**config.mk**
```make
export PLATFORM = sky130hd
export DESIGN_NAME = id_ex_stage_flat
export DESIGN_NICKNAME = d
export VERILOG_FILES = /design/src/rtl/riscv_pkg.sv /design/src/rtl/id_ex_stage_if.sv /design/src/rtl/fwd_unit.sv /design/src/rtl/id_ex_stage.sv /design/src/flat_wrapper.sv
export SDC_FILE = /design/constraint.sdc
export NUM_CORES = 1
export LEC_CHECK = 0
export CAP_MARGIN = 40
export CORE_ASPECT_RATIO = 0.5
export CORE_MARGIN = 2
export CORE_UTILIZATION = 53
export DETAILED_ROUTE_END_ITERATION = 7
export PLACE_DENSITY = 0.86
export SLEW_MARGIN = 25
export SYNTH_ARGS = -nofsm -noshare
export SYNTH_HDL_FRONTEND = slang
export SYNTH_SLANG_ARGS = --single-unit
```
**constraint.sdc**
```tcl
create_clock -name clk -period 4 [get_ports clk]
set_clock_uncertainty 0.2 [all_clocks]
set_input_delay 0.8 -clock clk [delete_from_list [all_inputs] [get_ports clk]]
set_output_delay 0.8 -clock clk [all_outputs]
set_load 0.005 [all_outputs]
```
**src/rtl/riscv_pkg.sv**
```systemverilog
// +--------------------------------------------------------------------+
// | riscv_pkg : ALU control codes, ID/EX capture record, register width |
// | Revision  : 1.0                                                    |
// +--------------------------------------------------------------------+
`default_nettype none
`ifndef DATA_SIZE
`define DATA_SIZE 32
`endif

package riscv_pkg;

  localparam int XLEN   = `DATA_SIZE;
  localparam int REG_AW = 5;
  localparam int CTRL_W = 4;

  typedef enum logic [CTRL_W-1:0] {
    ALU_LUI  = 4'd0,
    ALU_LDST = 4'd1,
    ALU_ADD  = 4'd2,
    ALU_XOR  = 4'd3,
    ALU_OR   = 4'd4,
    ALU_AND  = 4'd5,
    ALU_SLL  = 4'd6,
    ALU_SRL  = 4'd7,
    ALU_SRA  = 4'd8,
    ALU_SUB  = 4'd9,
    ALU_SLT  = 4'd10,
    ALU_SLTU = 4'd11
  } alu_ctrl_e;

  typedef struct packed {
    logic [REG_AW-1:0] rs1_addr;
    logic [REG_AW-1:0] rs2_addr;
    logic [REG_AW-1:0] rd_addr;
    logic [XLEN-1:0]   rs1_data;
    logic [XLEN-1:0]   rs2_data;
    logic [XLEN-1:0]   imm;
    logic [XLEN-1:0]   pc;
    alu_ctrl_e         alu_ctrl;
    logic              src_a_pc;
    logic              src_b_imm;
    logic              mem_read;
    logic              mem_write;
    logic              reg_write;
  } id_ex_t;

  function automatic logic is_shift(input alu_ctrl_e c);
    return (c == ALU_SLL) || (c == ALU_SRL) || (c == ALU_SRA);
  endfunction

endpackage

`default_nettype wire

```
**src/rtl/id_ex_stage_if.sv**
```systemverilog
// +--------------------------------------------------------------------+
// | id_ex_stage_if : decode, bypass and EX-side signals of the ID/EX    |
// | Revision       : 1.0                                               |
// +--------------------------------------------------------------------+
`default_nettype none
`ifndef DATA_SIZE
`define DATA_SIZE 32
`endif

interface id_ex_stage_if #(
  parameter int DATA_W = `DATA_SIZE,
  parameter int REG_AW = 5,
  parameter int CTRL_W = 4
);
  logic              in_valid;
  logic              in_ready;
  logic [REG_AW-1:0] id_rs1_addr;
  logic [REG_AW-1:0] id_rs2_addr;
  logic [DATA_W-1:0] id_rs1_data;
  logic [DATA_W-1:0] id_rs2_data;
  logic [DATA_W-1:0] id_imm;
  logic [DATA_W-1:0] id_pc;
  logic [CTRL_W-1:0] id_alu_ctrl;
  logic              id_src_a_pc;
  logic              id_src_b_imm;
  logic              id_mem_read;
  logic              id_mem_write;
  logic              id_reg_write;
  logic [REG_AW-1:0] id_rd_addr;
  logic              exm_reg_write;
  logic [REG_AW-1:0] exm_rd_addr;
  logic [DATA_W-1:0] exm_result;
  logic              mwb_reg_write;
  logic [REG_AW-1:0] mwb_rd_addr;
  logic [DATA_W-1:0] mwb_result;
  logic              ex_ready;
  logic              stall;
  logic              flush;
  logic              ex_valid;
  logic [DATA_W-1:0] alu_a;
  logic [DATA_W-1:0] alu_b;
  logic [CTRL_W-1:0] alu_ctrl;
  logic [DATA_W-1:0] ex_store_data;
  logic [REG_AW-1:0] ex_rd_addr;
  logic              ex_reg_write;
  logic              ex_mem_read;
  logic              ex_mem_write;
  logic              load_use_bubble;

  modport master (
    output in_valid, id_rs1_addr, id_rs2_addr, id_rs1_data, id_rs2_data,
           id_imm, id_pc, id_alu_ctrl, id_src_a_pc, id_src_b_imm,
           id_mem_read, id_mem_write, id_reg_write, id_rd_addr,
           exm_reg_write, exm_rd_addr, exm_result,
           mwb_reg_write, mwb_rd_addr, mwb_result, ex_ready, stall, flush,
    input  in_ready, ex_valid, alu_a, alu_b, alu_ctrl, ex_store_data,
           ex_rd_addr, ex_reg_write, ex_mem_read, ex_mem_write, load_use_bubble
  );

  modport slave (
    input  in_valid, id_rs1_addr, id_rs2_addr, id_rs1_data, id_rs2_data,
           id_imm, id_pc, id_alu_ctrl, id_src_a_pc, id_src_b_imm,
           id_mem_read, id_mem_write, id_reg_write, id_rd_addr,
           exm_reg_write, exm_rd_addr, exm_result,
           mwb_reg_write, mwb_rd_addr, mwb_result, ex_ready, stall, flush,
    output in_ready, ex_valid, alu_a, alu_b, alu_ctrl, ex_store_data,
           ex_rd_addr, ex_reg_write, ex_mem_read, ex_mem_write, load_use_bubble
  );
endinterface

`default_nettype wire

```
**src/rtl/fwd_unit.sv**
```systemverilog
// +--------------------------------------------------------------------+
// | fwd_unit : single-operand bypass select (EX/MEM > MEM/WB > RF)      |
// | Revision : 1.0                                                     |
// +--------------------------------------------------------------------+
`default_nettype none

module fwd_unit #(
  parameter int DATA_W = 32,
  parameter int REG_AW = 5
) (
  input  logic [REG_AW-1:0] rs_addr,
  input  logic [DATA_W-1:0] rf_data,
  input  logic              exm_reg_write,
  input  logic [REG_AW-1:0] exm_rd_addr,
  input  logic [DATA_W-1:0] exm_result,
  input  logic              mwb_reg_write,
  input  logic [REG_AW-1:0] mwb_rd_addr,
  input  logic [DATA_W-1:0] mwb_result,
  output logic [DATA_W-1:0] fwd_data
);

  always_comb begin
    fwd_data = rf_data;
    // x0 is hardwired: neither a stale RF value nor a bypass may leak through
    if (rs_addr == '0)
      fwd_data = '0;
    else if (exm_reg_write && (exm_rd_addr == rs_addr))
      fwd_data = exm_result;
    else if (mwb_reg_write && (mwb_rd_addr == rs_addr))
      fwd_data = mwb_result;
  end

endmodule

`default_nettype wire

```
**src/rtl/id_ex_stage.sv**
```systemverilog
// +--------------------------------------------------------------------+
// | id_ex_stage : ID/EX register, load-use bubble, operand forwarding   |
// | Optional    : ID_EX_PERF_CNT_EN adds bubble_cnt / flush_cnt         |
// | Revision    : 1.0                                                  |
// +--------------------------------------------------------------------+
`default_nettype none
`ifndef DATA_SIZE
`define DATA_SIZE 32
`endif

module id_ex_stage #(
  parameter int DATA_W = `DATA_SIZE,
  parameter int REG_AW = riscv_pkg::REG_AW,
  parameter int CTRL_W = riscv_pkg::CTRL_W
) (
  input  logic        clk,
  input  logic        rst,
  id_ex_stage_if.slave bus
`ifdef ID_EX_PERF_CNT_EN
  ,
  output logic [31:0] bubble_cnt,
  output logic [31:0] flush_cnt
`endif
);
  import riscv_pkg::*;

  id_ex_t            ex_q;
  id_ex_t            id_d;
  logic              ex_valid_q;
  logic              use_rs1;
  logic              use_rs2;
  logic              hazard;
  logic              capture;
  logic [DATA_W-1:0] fwd_rs1;
  logic [DATA_W-1:0] fwd_rs2;
  logic [DATA_W-1:0] b_raw;

  always_comb begin
    id_d           = '0;
    id_d.rs1_addr  = bus.id_rs1_addr;
    id_d.rs2_addr  = bus.id_rs2_addr;
    id_d.rd_addr   = bus.id_rd_addr;
    id_d.rs1_data  = bus.id_rs1_data;
    id_d.rs2_data  = bus.id_rs2_data;
    id_d.imm       = bus.id_imm;
    id_d.pc        = bus.id_pc;
    id_d.alu_ctrl  = alu_ctrl_e'(bus.id_alu_ctrl);
    id_d.src_a_pc  = bus.id_src_a_pc;
    id_d.src_b_imm = bus.id_src_b_imm;
    id_d.mem_read  = bus.id_mem_read;
    id_d.mem_write = bus.id_mem_write;
    id_d.reg_write = bus.id_reg_write;
  end

  // Stores read rs2 as store data even though operand B is the offset
  assign use_rs1 = ~bus.id_src_a_pc;
  assign use_rs2 = ~bus.id_src_b_imm | bus.id_mem_write;
  assign hazard  = ex_valid_q & ex_q.mem_read & (ex_q.rd_addr != '0) &
                   ((use_rs1 & (ex_q.rd_addr == bus.id_rs1_addr)) |
                    (use_rs2 & (ex_q.rd_addr == bus.id_rs2_addr)));

  assign bus.in_ready        = ~bus.stall & bus.ex_ready & ~hazard;
  assign bus.load_use_bubble = hazard;
  assign capture             = bus.in_valid & bus.in_ready & ~bus.flush;

  always_ff @(posedge clk) begin
    if (rst) begin
      ex_q       <= '0;
      ex_valid_q <= 1'b0;
    end else if (bus.flush) begin
      ex_valid_q <= 1'b0;
    end else if (bus.ex_ready && !bus.stall) begin
      ex_valid_q <= capture;
      if (capture)
        ex_q <= id_d;
    end
  end

  fwd_unit #(.DATA_W(DATA_W), .REG_AW(REG_AW)) u_fwd_rs1 (
    .rs_addr       (ex_q.rs1_addr),
    .rf_data       (ex_q.rs1_data),
    .exm_reg_write (bus.exm_reg_write),
    .exm_rd_addr   (bus.exm_rd_addr),
    .exm_result    (bus.exm_result),
    .mwb_reg_write (bus.mwb_reg_write),
    .mwb_rd_addr   (bus.mwb_rd_addr),
    .mwb_result    (bus.mwb_result),
    .fwd_data      (fwd_rs1)
  );

  fwd_unit #(.DATA_W(DATA_W), .REG_AW(REG_AW)) u_fwd_rs2 (
    .rs_addr       (ex_q.rs2_addr),
    .rf_data       (ex_q.rs2_data),
    .exm_reg_write (bus.exm_reg_write),
    .exm_rd_addr   (bus.exm_rd_addr),
    .exm_result    (bus.exm_result),
    .mwb_reg_write (bus.mwb_reg_write),
    .mwb_rd_addr   (bus.mwb_rd_addr),
    .mwb_result    (bus.mwb_result),
    .fwd_data      (fwd_rs2)
  );

  assign b_raw = ex_q.src_b_imm ? ex_q.imm : fwd_rs2;

  assign bus.alu_a         = ex_q.src_a_pc ? ex_q.pc : fwd_rs1;
  assign bus.alu_b         = is_shift(ex_q.alu_ctrl) ? {{(DATA_W-5){1'b0}}, b_raw[4:0]} : b_raw;
  assign bus.alu_ctrl      = CTRL_W'(ex_q.alu_ctrl);
  assign bus.ex_store_data = fwd_rs2;
  assign bus.ex_valid      = ex_valid_q;
  assign bus.ex_rd_addr    = ex_q.rd_addr;
  assign bus.ex_mem_read   = ex_q.mem_read;
  // Side-effecting controls are masked so a dead slot can never commit
  assign bus.ex_reg_write  = ex_valid_q & ex_q.reg_write;
  assign bus.ex_mem_write  = ex_valid_q & ex_q.mem_write;

`ifdef ID_EX_PERF_CNT_EN
  always_ff @(posedge clk) begin
    if (rst) begin
      bubble_cnt <= '0;
      flush_cnt  <= '0;
    end else begin
      if (hazard)
        bubble_cnt <= bubble_cnt + 32'd1;
      if (bus.flush && ex_valid_q)
        flush_cnt <= flush_cnt + 32'd1;
    end
  end
`endif

endmodule

`default_nettype wire

```
**src/flat_wrapper.sv**
```systemverilog
// flat-port wrapper written by rule: the top's interface ports become plain ports
module id_ex_stage_flat import riscv_pkg::*;
#(
  parameter int DATA_W = `DATA_SIZE,
  parameter int REG_AW = riscv_pkg::REG_AW,
  parameter int CTRL_W = riscv_pkg::CTRL_W
)
  (clk, rst, bus_in_valid, bus_id_rs1_addr, bus_id_rs2_addr, bus_id_rs1_data, bus_id_rs2_data, bus_id_imm, bus_id_pc, bus_id_alu_ctrl, bus_id_src_a_pc, bus_id_src_b_imm, bus_id_mem_read, bus_id_mem_write, bus_id_reg_write, bus_id_rd_addr, bus_exm_reg_write, bus_exm_rd_addr, bus_exm_result, bus_mwb_reg_write, bus_mwb_rd_addr, bus_mwb_result, bus_ex_ready, bus_stall, bus_flush, bus_in_ready, bus_ex_valid, bus_alu_a, bus_alu_b, bus_alu_ctrl, bus_ex_store_data, bus_ex_rd_addr, bus_ex_reg_write, bus_ex_mem_read, bus_ex_mem_write, bus_load_use_bubble);
  id_ex_stage_if #(.DATA_W(DATA_W), .REG_AW(REG_AW), .CTRL_W(CTRL_W)) bus_i ();
  input  logic clk;
  input  logic rst;
  input wire logic [$bits(bus_i.in_valid)-1:0] bus_in_valid;
  input wire logic [$bits(bus_i.id_rs1_addr)-1:0] bus_id_rs1_addr;
  input wire logic [$bits(bus_i.id_rs2_addr)-1:0] bus_id_rs2_addr;
  input wire logic [$bits(bus_i.id_rs1_data)-1:0] bus_id_rs1_data;
  input wire logic [$bits(bus_i.id_rs2_data)-1:0] bus_id_rs2_data;
  input wire logic [$bits(bus_i.id_imm)-1:0] bus_id_imm;
  input wire logic [$bits(bus_i.id_pc)-1:0] bus_id_pc;
  input wire logic [$bits(bus_i.id_alu_ctrl)-1:0] bus_id_alu_ctrl;
  input wire logic [$bits(bus_i.id_src_a_pc)-1:0] bus_id_src_a_pc;
  input wire logic [$bits(bus_i.id_src_b_imm)-1:0] bus_id_src_b_imm;
  input wire logic [$bits(bus_i.id_mem_read)-1:0] bus_id_mem_read;
  input wire logic [$bits(bus_i.id_mem_write)-1:0] bus_id_mem_write;
  input wire logic [$bits(bus_i.id_reg_write)-1:0] bus_id_reg_write;
  input wire logic [$bits(bus_i.id_rd_addr)-1:0] bus_id_rd_addr;
  input wire logic [$bits(bus_i.exm_reg_write)-1:0] bus_exm_reg_write;
  input wire logic [$bits(bus_i.exm_rd_addr)-1:0] bus_exm_rd_addr;
  input wire logic [$bits(bus_i.exm_result)-1:0] bus_exm_result;
  input wire logic [$bits(bus_i.mwb_reg_write)-1:0] bus_mwb_reg_write;
  input wire logic [$bits(bus_i.mwb_rd_addr)-1:0] bus_mwb_rd_addr;
  input wire logic [$bits(bus_i.mwb_result)-1:0] bus_mwb_result;
  input wire logic [$bits(bus_i.ex_ready)-1:0] bus_ex_ready;
  input wire logic [$bits(bus_i.stall)-1:0] bus_stall;
  input wire logic [$bits(bus_i.flush)-1:0] bus_flush;
  output wire logic [$bits(bus_i.in_ready)-1:0] bus_in_ready;
  output wire logic [$bits(bus_i.ex_valid)-1:0] bus_ex_valid;
  output wire logic [$bits(bus_i.alu_a)-1:0] bus_alu_a;
  output wire logic [$bits(bus_i.alu_b)-1:0] bus_alu_b;
  output wire logic [$bits(bus_i.alu_ctrl)-1:0] bus_alu_ctrl;
  output wire logic [$bits(bus_i.ex_store_data)-1:0] bus_ex_store_data;
  output wire logic [$bits(bus_i.ex_rd_addr)-1:0] bus_ex_rd_addr;
  output wire logic [$bits(bus_i.ex_reg_write)-1:0] bus_ex_reg_write;
  output wire logic [$bits(bus_i.ex_mem_read)-1:0] bus_ex_mem_read;
  output wire logic [$bits(bus_i.ex_mem_write)-1:0] bus_ex_mem_write;
  output wire logic [$bits(bus_i.load_use_bubble)-1:0] bus_load_use_bubble;
  assign bus_i.in_valid = bus_in_valid;
  assign bus_i.id_rs1_addr = bus_id_rs1_addr;
  assign bus_i.id_rs2_addr = bus_id_rs2_addr;
  assign bus_i.id_rs1_data = bus_id_rs1_data;
  assign bus_i.id_rs2_data = bus_id_rs2_data;
  assign bus_i.id_imm = bus_id_imm;
  assign bus_i.id_pc = bus_id_pc;
  assign bus_i.id_alu_ctrl = bus_id_alu_ctrl;
  assign bus_i.id_src_a_pc = bus_id_src_a_pc;
  assign bus_i.id_src_b_imm = bus_id_src_b_imm;
  assign bus_i.id_mem_read = bus_id_mem_read;
  assign bus_i.id_mem_write = bus_id_mem_write;
  assign bus_i.id_reg_write = bus_id_reg_write;
  assign bus_i.id_rd_addr = bus_id_rd_addr;
  assign bus_i.exm_reg_write = bus_exm_reg_write;
  assign bus_i.exm_rd_addr = bus_exm_rd_addr;
  assign bus_i.exm_result = bus_exm_result;
  assign bus_i.mwb_reg_write = bus_mwb_reg_write;
  assign bus_i.mwb_rd_addr = bus_mwb_rd_addr;
  assign bus_i.mwb_result = bus_mwb_result;
  assign bus_i.ex_ready = bus_ex_ready;
  assign bus_i.stall = bus_stall;
  assign bus_i.flush = bus_flush;
  assign bus_in_ready = bus_i.in_ready;
  assign bus_ex_valid = bus_i.ex_valid;
  assign bus_alu_a = bus_i.alu_a;
  assign bus_alu_b = bus_i.alu_b;
  assign bus_alu_ctrl = bus_i.alu_ctrl;
  assign bus_ex_store_data = bus_i.ex_store_data;
  assign bus_ex_rd_addr = bus_i.ex_rd_addr;
  assign bus_ex_reg_write = bus_i.ex_reg_write;
  assign bus_ex_mem_read = bus_i.ex_mem_read;
  assign bus_ex_mem_write = bus_i.ex_mem_write;
  assign bus_load_use_bubble = bus_i.load_use_bubble;
  id_ex_stage #(.DATA_W(DATA_W), .REG_AW(REG_AW), .CTRL_W(CTRL_W)) u_core (.clk(clk), .rst(rst), .bus(bus_i));
endmodule
```
* Word-level counts from Yosys, hierarchy flattened
Cells that the tools add are included.
Operators by class: equal/unequal tests 9, muxes and demuxes 9, bitwise logic cells 18, reductions and logical operators 13
Operators with widths (number):
- two-way mux 32 bit | 9
- == test 5 bit | 6
- bitwise AND 1 bit | 11
- logical NOT 5 bit | 2
- == test 4 x 3 -> 1 bit (second input constant) | 2
- logical AND 1 bit | 5
- NOT 1 bit | 5
- nonzero test 5 bit | 1
- == test 4 bit (second input constant) | 1
- AND reduction 3 bit | 1
- logical OR 1 bit | 2
- OR 1 bit | 2
- OR reduction 2 bit | 1
- logical NOT 1 bit | 1
Word-level totals: flip-flop bits (word level) 153, bits of input ports 234, logic and storage cells 63

* Longest topological paths before layout
depth in word-level cells 10, depth in mapped cells 9

* Hierarchy
Synthesis repeated with hierarchy kept, for this count alone.
Unflattened totals: cells, all modules 1579, area, all modules 12849.8 um2
Modules (own cells, without submodules):
- id_ex_stage | times used 1, cells each 1187, area an instance 10342.4 um2, sequential area each 3062.9 um2
- fwd_unit | times used 2, cells each 196, area an instance 1253.7 um2, sequential area each 0.0 um2

* Worst setup path before layout
OpenSTA, ideal clock, no wires.
kind input to output, start point in bus_mwb_rd_addr[1], end point out bus_alu_b[10], arrival time 2.192 ns, data required time 3.000 ns, setup slack 0.808 ns, cell stages on the path 7, buffers on the path 2, cell sequence xnor2_1 > nand3_1 > or4_1 > buf_2 > buf_6 > a221oi_2 > o21ai_1
Between the ends: cells in the longest elaborated chain, start to end 7
RTL lines:
- from (decl) | line flat_wrapper.sv:30 | input wire logic [$bits(bus_i.mwb_rd_addr)-1:0] bus_mwb_rd_addr;
- == test 5 bit | line fwd_unit.sv:29 | else if (mwb_reg_write && (mwb_rd_addr == rs_addr))
- logical AND 1 bit | line fwd_unit.sv:29
- two-way mux 32 bit | line fwd_unit.sv:29
- two-way mux 32 bit | line fwd_unit.sv:27 | else if (exm_reg_write && (exm_rd_addr == rs_addr))
- two-way mux 32 bit | line fwd_unit.sv:25 | if (rs_addr == '0)
- two-way mux 32 bit | line id_ex_stage.sv:103 | assign b_raw = ex_q.src_b_imm ? ex_q.imm : fwd_rs2;
- two-way mux 32 bit | line id_ex_stage.sv:106 | assign bus.alu_b = is_shift(ex_q.alu_ctrl) ? {{(DATA_W-5){1'b0}}, b_raw[4:0]} : b_raw;
- to (decl) | line flat_wrapper.sv:38 | output wire logic [$bits(bus_i.alu_b)-1:0] bus_alu_b;
Every way passes these cells.

* Worst setup path in the final report
start point in bus_mwb_rd_addr[4], end point out bus_ex_store_data[31]
Between the ends: cells in the longest elaborated chain, start to end 5
RTL lines:
- == test 5 bit | line fwd_unit.sv:29
- logical AND 1 bit | line fwd_unit.sv:29
- two-way mux 32 bit | line fwd_unit.sv:29
- two-way mux 32 bit | line fwd_unit.sv:27
- two-way mux 32 bit | line fwd_unit.sv:25
- to (decl) | line flat_wrapper.sv:40 | output wire logic [$bits(bus_i.ex_store_data)-1:0] bus_ex_store_data;
Every way passes these cells.

==> metrics.cfg <==
[run_status]
status=finished with violations
violations=setup timing

[floorplanning]
dieArea_mm2=0.0242
start_util_pct=53.7
die_height_um=111
core-area_mm2=0.0226
ios=345
dieWidth_um=218
rows=39

[clocking]
clock-root-buffer=clkbuf_16
cts_tree=done
cts_sinks=153
clk_latency_ps=460
htree_levels=4
cts_max_path_buffers=2
numCtsBuffers=17
path_clk_slew_ps=60

[synthesis]
yosysMostFrequentCell=nand2_1
ys_seq_elements=153
postSynthAreaPerCell_um2=7.94
syn-num-nets=1765
synth_commonest_cells=nand2_1 (220), dfxtp_1 (153), mux2i_1 (152)
ys_warn_count=0
synthTopCellsByArea=dfxtp_1 (25%), mux2i_1 (13%), a32oi_1 (11%)
synth_xor_area_share_pct=2.16
yosys.area_share.simple_pct=27.8
ys.flop_type=dfxtp_1
yosysSeqAreaShare_pct=25.2
synthAdderAreaFrac_pct=0
synthMuxAreaShare_pct=12.5
syn_inst=1531
synth_top_family_by_area=simple AND/OR/NAND/NOR gates
synth_area_leader_cell=dfxtp_1
syn_area_mm2=0.0122
synth_edf_count=0
synth_compound_area_share_pct=24.3
yosysTopAreaCellShare_pct=25.2
ys_types=38
async_flop_share_pct=0

[place]
portBuffers=344
place_hpwl_mm=37.3
gp_congestion=1.00
post-place-cells=2061

[routing]
ant_nets=0
drt_iter0_drc=2204
vias_per_cell=6.82
wl_per_cell_um=25.6
wirelength_mm=54.3
drc_errors=0
num_vias=14489
firstDrtPassIters=6

[global_routing]
grt_max_degree=156
grt.total_usage_pct=42.8
overflow=0
antenna_found_initial=8
grt_first_pass_wirelength_mm=79.8
grt_pass1_vias=13281

[power_and_ir_drop]
power_leakage_nw=7.71
vdd_drop_max_uv=282
power_density_mw_per_mm2=254
total_power_mw=4.39

[sta]
period_minus_slack_ps=4040
fin_crit_sh_pct=101
slew_viol_final=0
setup_violations=1
hold_violations=0
relSlewSlack_pct=41.6
fmax_mhz=248
tightest_slew_ps=875
fin_ws_ps=-36.7
rsz0062_at_grt=yes

[min_path]
hold_path.class=flop to flop

[critical_path]
criticalPathCategory=input port to output port
startpoint_type=input port
cp.arrival_ps=3040
cp_max_fo=5
crit_path_max_incr_delay_ps=620
crit_required_ps=3000
path_common_cell=buf_4
cp_num_buf_inv=4
slowest_stage=or4_4
end_kind=output port
crit_chain=dlygate4sd2_1 -> xnor2_1 -> nand3_1 -> or4_4 -> buf_4 -> a221oi_4 -> buf_4 -> nor2_1 -> clkdlybuf4s50_1
cp_top_family=buffers and inverters

[finish]
fill_cells=1674
area_growth_pct=42.5
seqCellArea_mm2=0.00306
stdcell_count=2123
multi_input_area_mm2=0.00868
nets=2031
final_util_pct=76.5
drive_above_1_share_pct=11.7

[run]
drv_cap=0

through the flow:
stage               setup slack, ps  hold WS [ps]  area, um2  setup TNS [ps]
floorplan                       808           276      12200               0
global placement               -469           293      15800          -34370
detailed placement             -498           306      15800          -35870
CTS                           -91.4           324      16700           -1470
global route                   -137           352      17300            -508
finish                        -36.7           330      17300           -36.7
layout by cell type (no fill, tap or decap), drive strengths merged, types with 2 or more instances in the layout:
| cell | instances |
|---|---|
| dlygate4sd2 | 37 |
| mux2i | 152 |
| xnor2 | 16 |
| clkinv | 5 |
| inv | 12 |
| nor2 | 39 |
| clkbuf | 33 |
| clkdlybuf4s15 | 4 |
| bufinv | 2 |
| xor2 | 14 |
| a21oi | 4 |
| and3 | 149 |
| nand4 | 2 |
| o21ai | 160 |
| nand3 | 2 |
| buf | 93 |
| clkdlybuf4s50 | 241 |
| or2 | 2 |
| nand2 | 220 |
| dfxtp | 153 |
| a32oi | 151 |
| nor4 | 2 |
| nor3b | 151 |
| or4 | 3 |
| a221oi | 64 |
| dlymetal6s2s | 49 |
| and2 | 34 |
| nor3 | 7 |
| diode | 6 |
timing repair:
item | in CTS | in global routing
setup buffers | 6 | 13
pin swaps | 8 | 27
hold buffers | 0 | 0
resized for setup | 88 | 137
gates cloned | 2 | 2
setup endpoints to repair | 96 | 65
endpoints found under the hold margin | 0 | 0
report_power, final:
group	switching, mW	internal [mW]	leakage [nW]	total [mW]
clock	0.760	0.971	0.303	1.73
sequential	0.0831	1.59	1.24	1.67
combinational	0.491	0.503	6.16	0.994
layout make-up:
type	instances	share of cell area (%)
diodes	6	0.0867
clock buffers	19	2.62
clock inverters	13	0.911
inverters	6	0.159
multi-input cells	1181	50.1
flip-flops and latches	153	17.7
well taps	307	2.22
repair buffers	438	26.2
final timing paths:
check                                              start                    end  slack (ps)  depth (start not counted)
worst min-delay path                     u_core.ex_q[71]        u_core.ex_q[71]         330                          2
worst max register to register  u_core.bus.ex_rd_addr[3]        u_core.ex_q[76]         800                          7
worst min register to register           u_core.ex_q[71]        u_core.ex_q[71]         330                          2
worst max-delay path                  bus_mwb_rd_addr[4]  bus_ex_store_data[31]         -40                          9
logic make-up after synthesis:
group,count (synthesis)
and+or+nand+nor,614
AOI/OAI and AO/OA,385
buffers and inverters,197
DFF,153
muxes,152
xor gates and xnor gates,30
sequential cells by signal (all words and copies together) (netlist names):
signal / cells
u_core.bus.alu_ctrl: 4
u_core.bus.ex_mem_read: 1
u_core.bus.ex_rd_addr: 5
u_core.bus.ex_valid: 1
u_core.ex_q: 142
worst reg2reg max path, delay by kind of cell, from the launching register on:
family | cells | cell delay [ps]
simple gates | 2 | 550
buf+inv | 2 | 860
compound gates | 1 | 220
xor+xnor | 1 | 120
flops | 1 | 580
mux | 1 | 560
metal layers:
layer | track usage [%] | wire (um)
met4 | 18.4 | 2370
met2 | 65.8 | 24200
met5 | 0 | 0
met1 | 58.2 | 21600
met3 | 8.45 | 6090
Note: power is estimated with default switching activity, not from simulation.
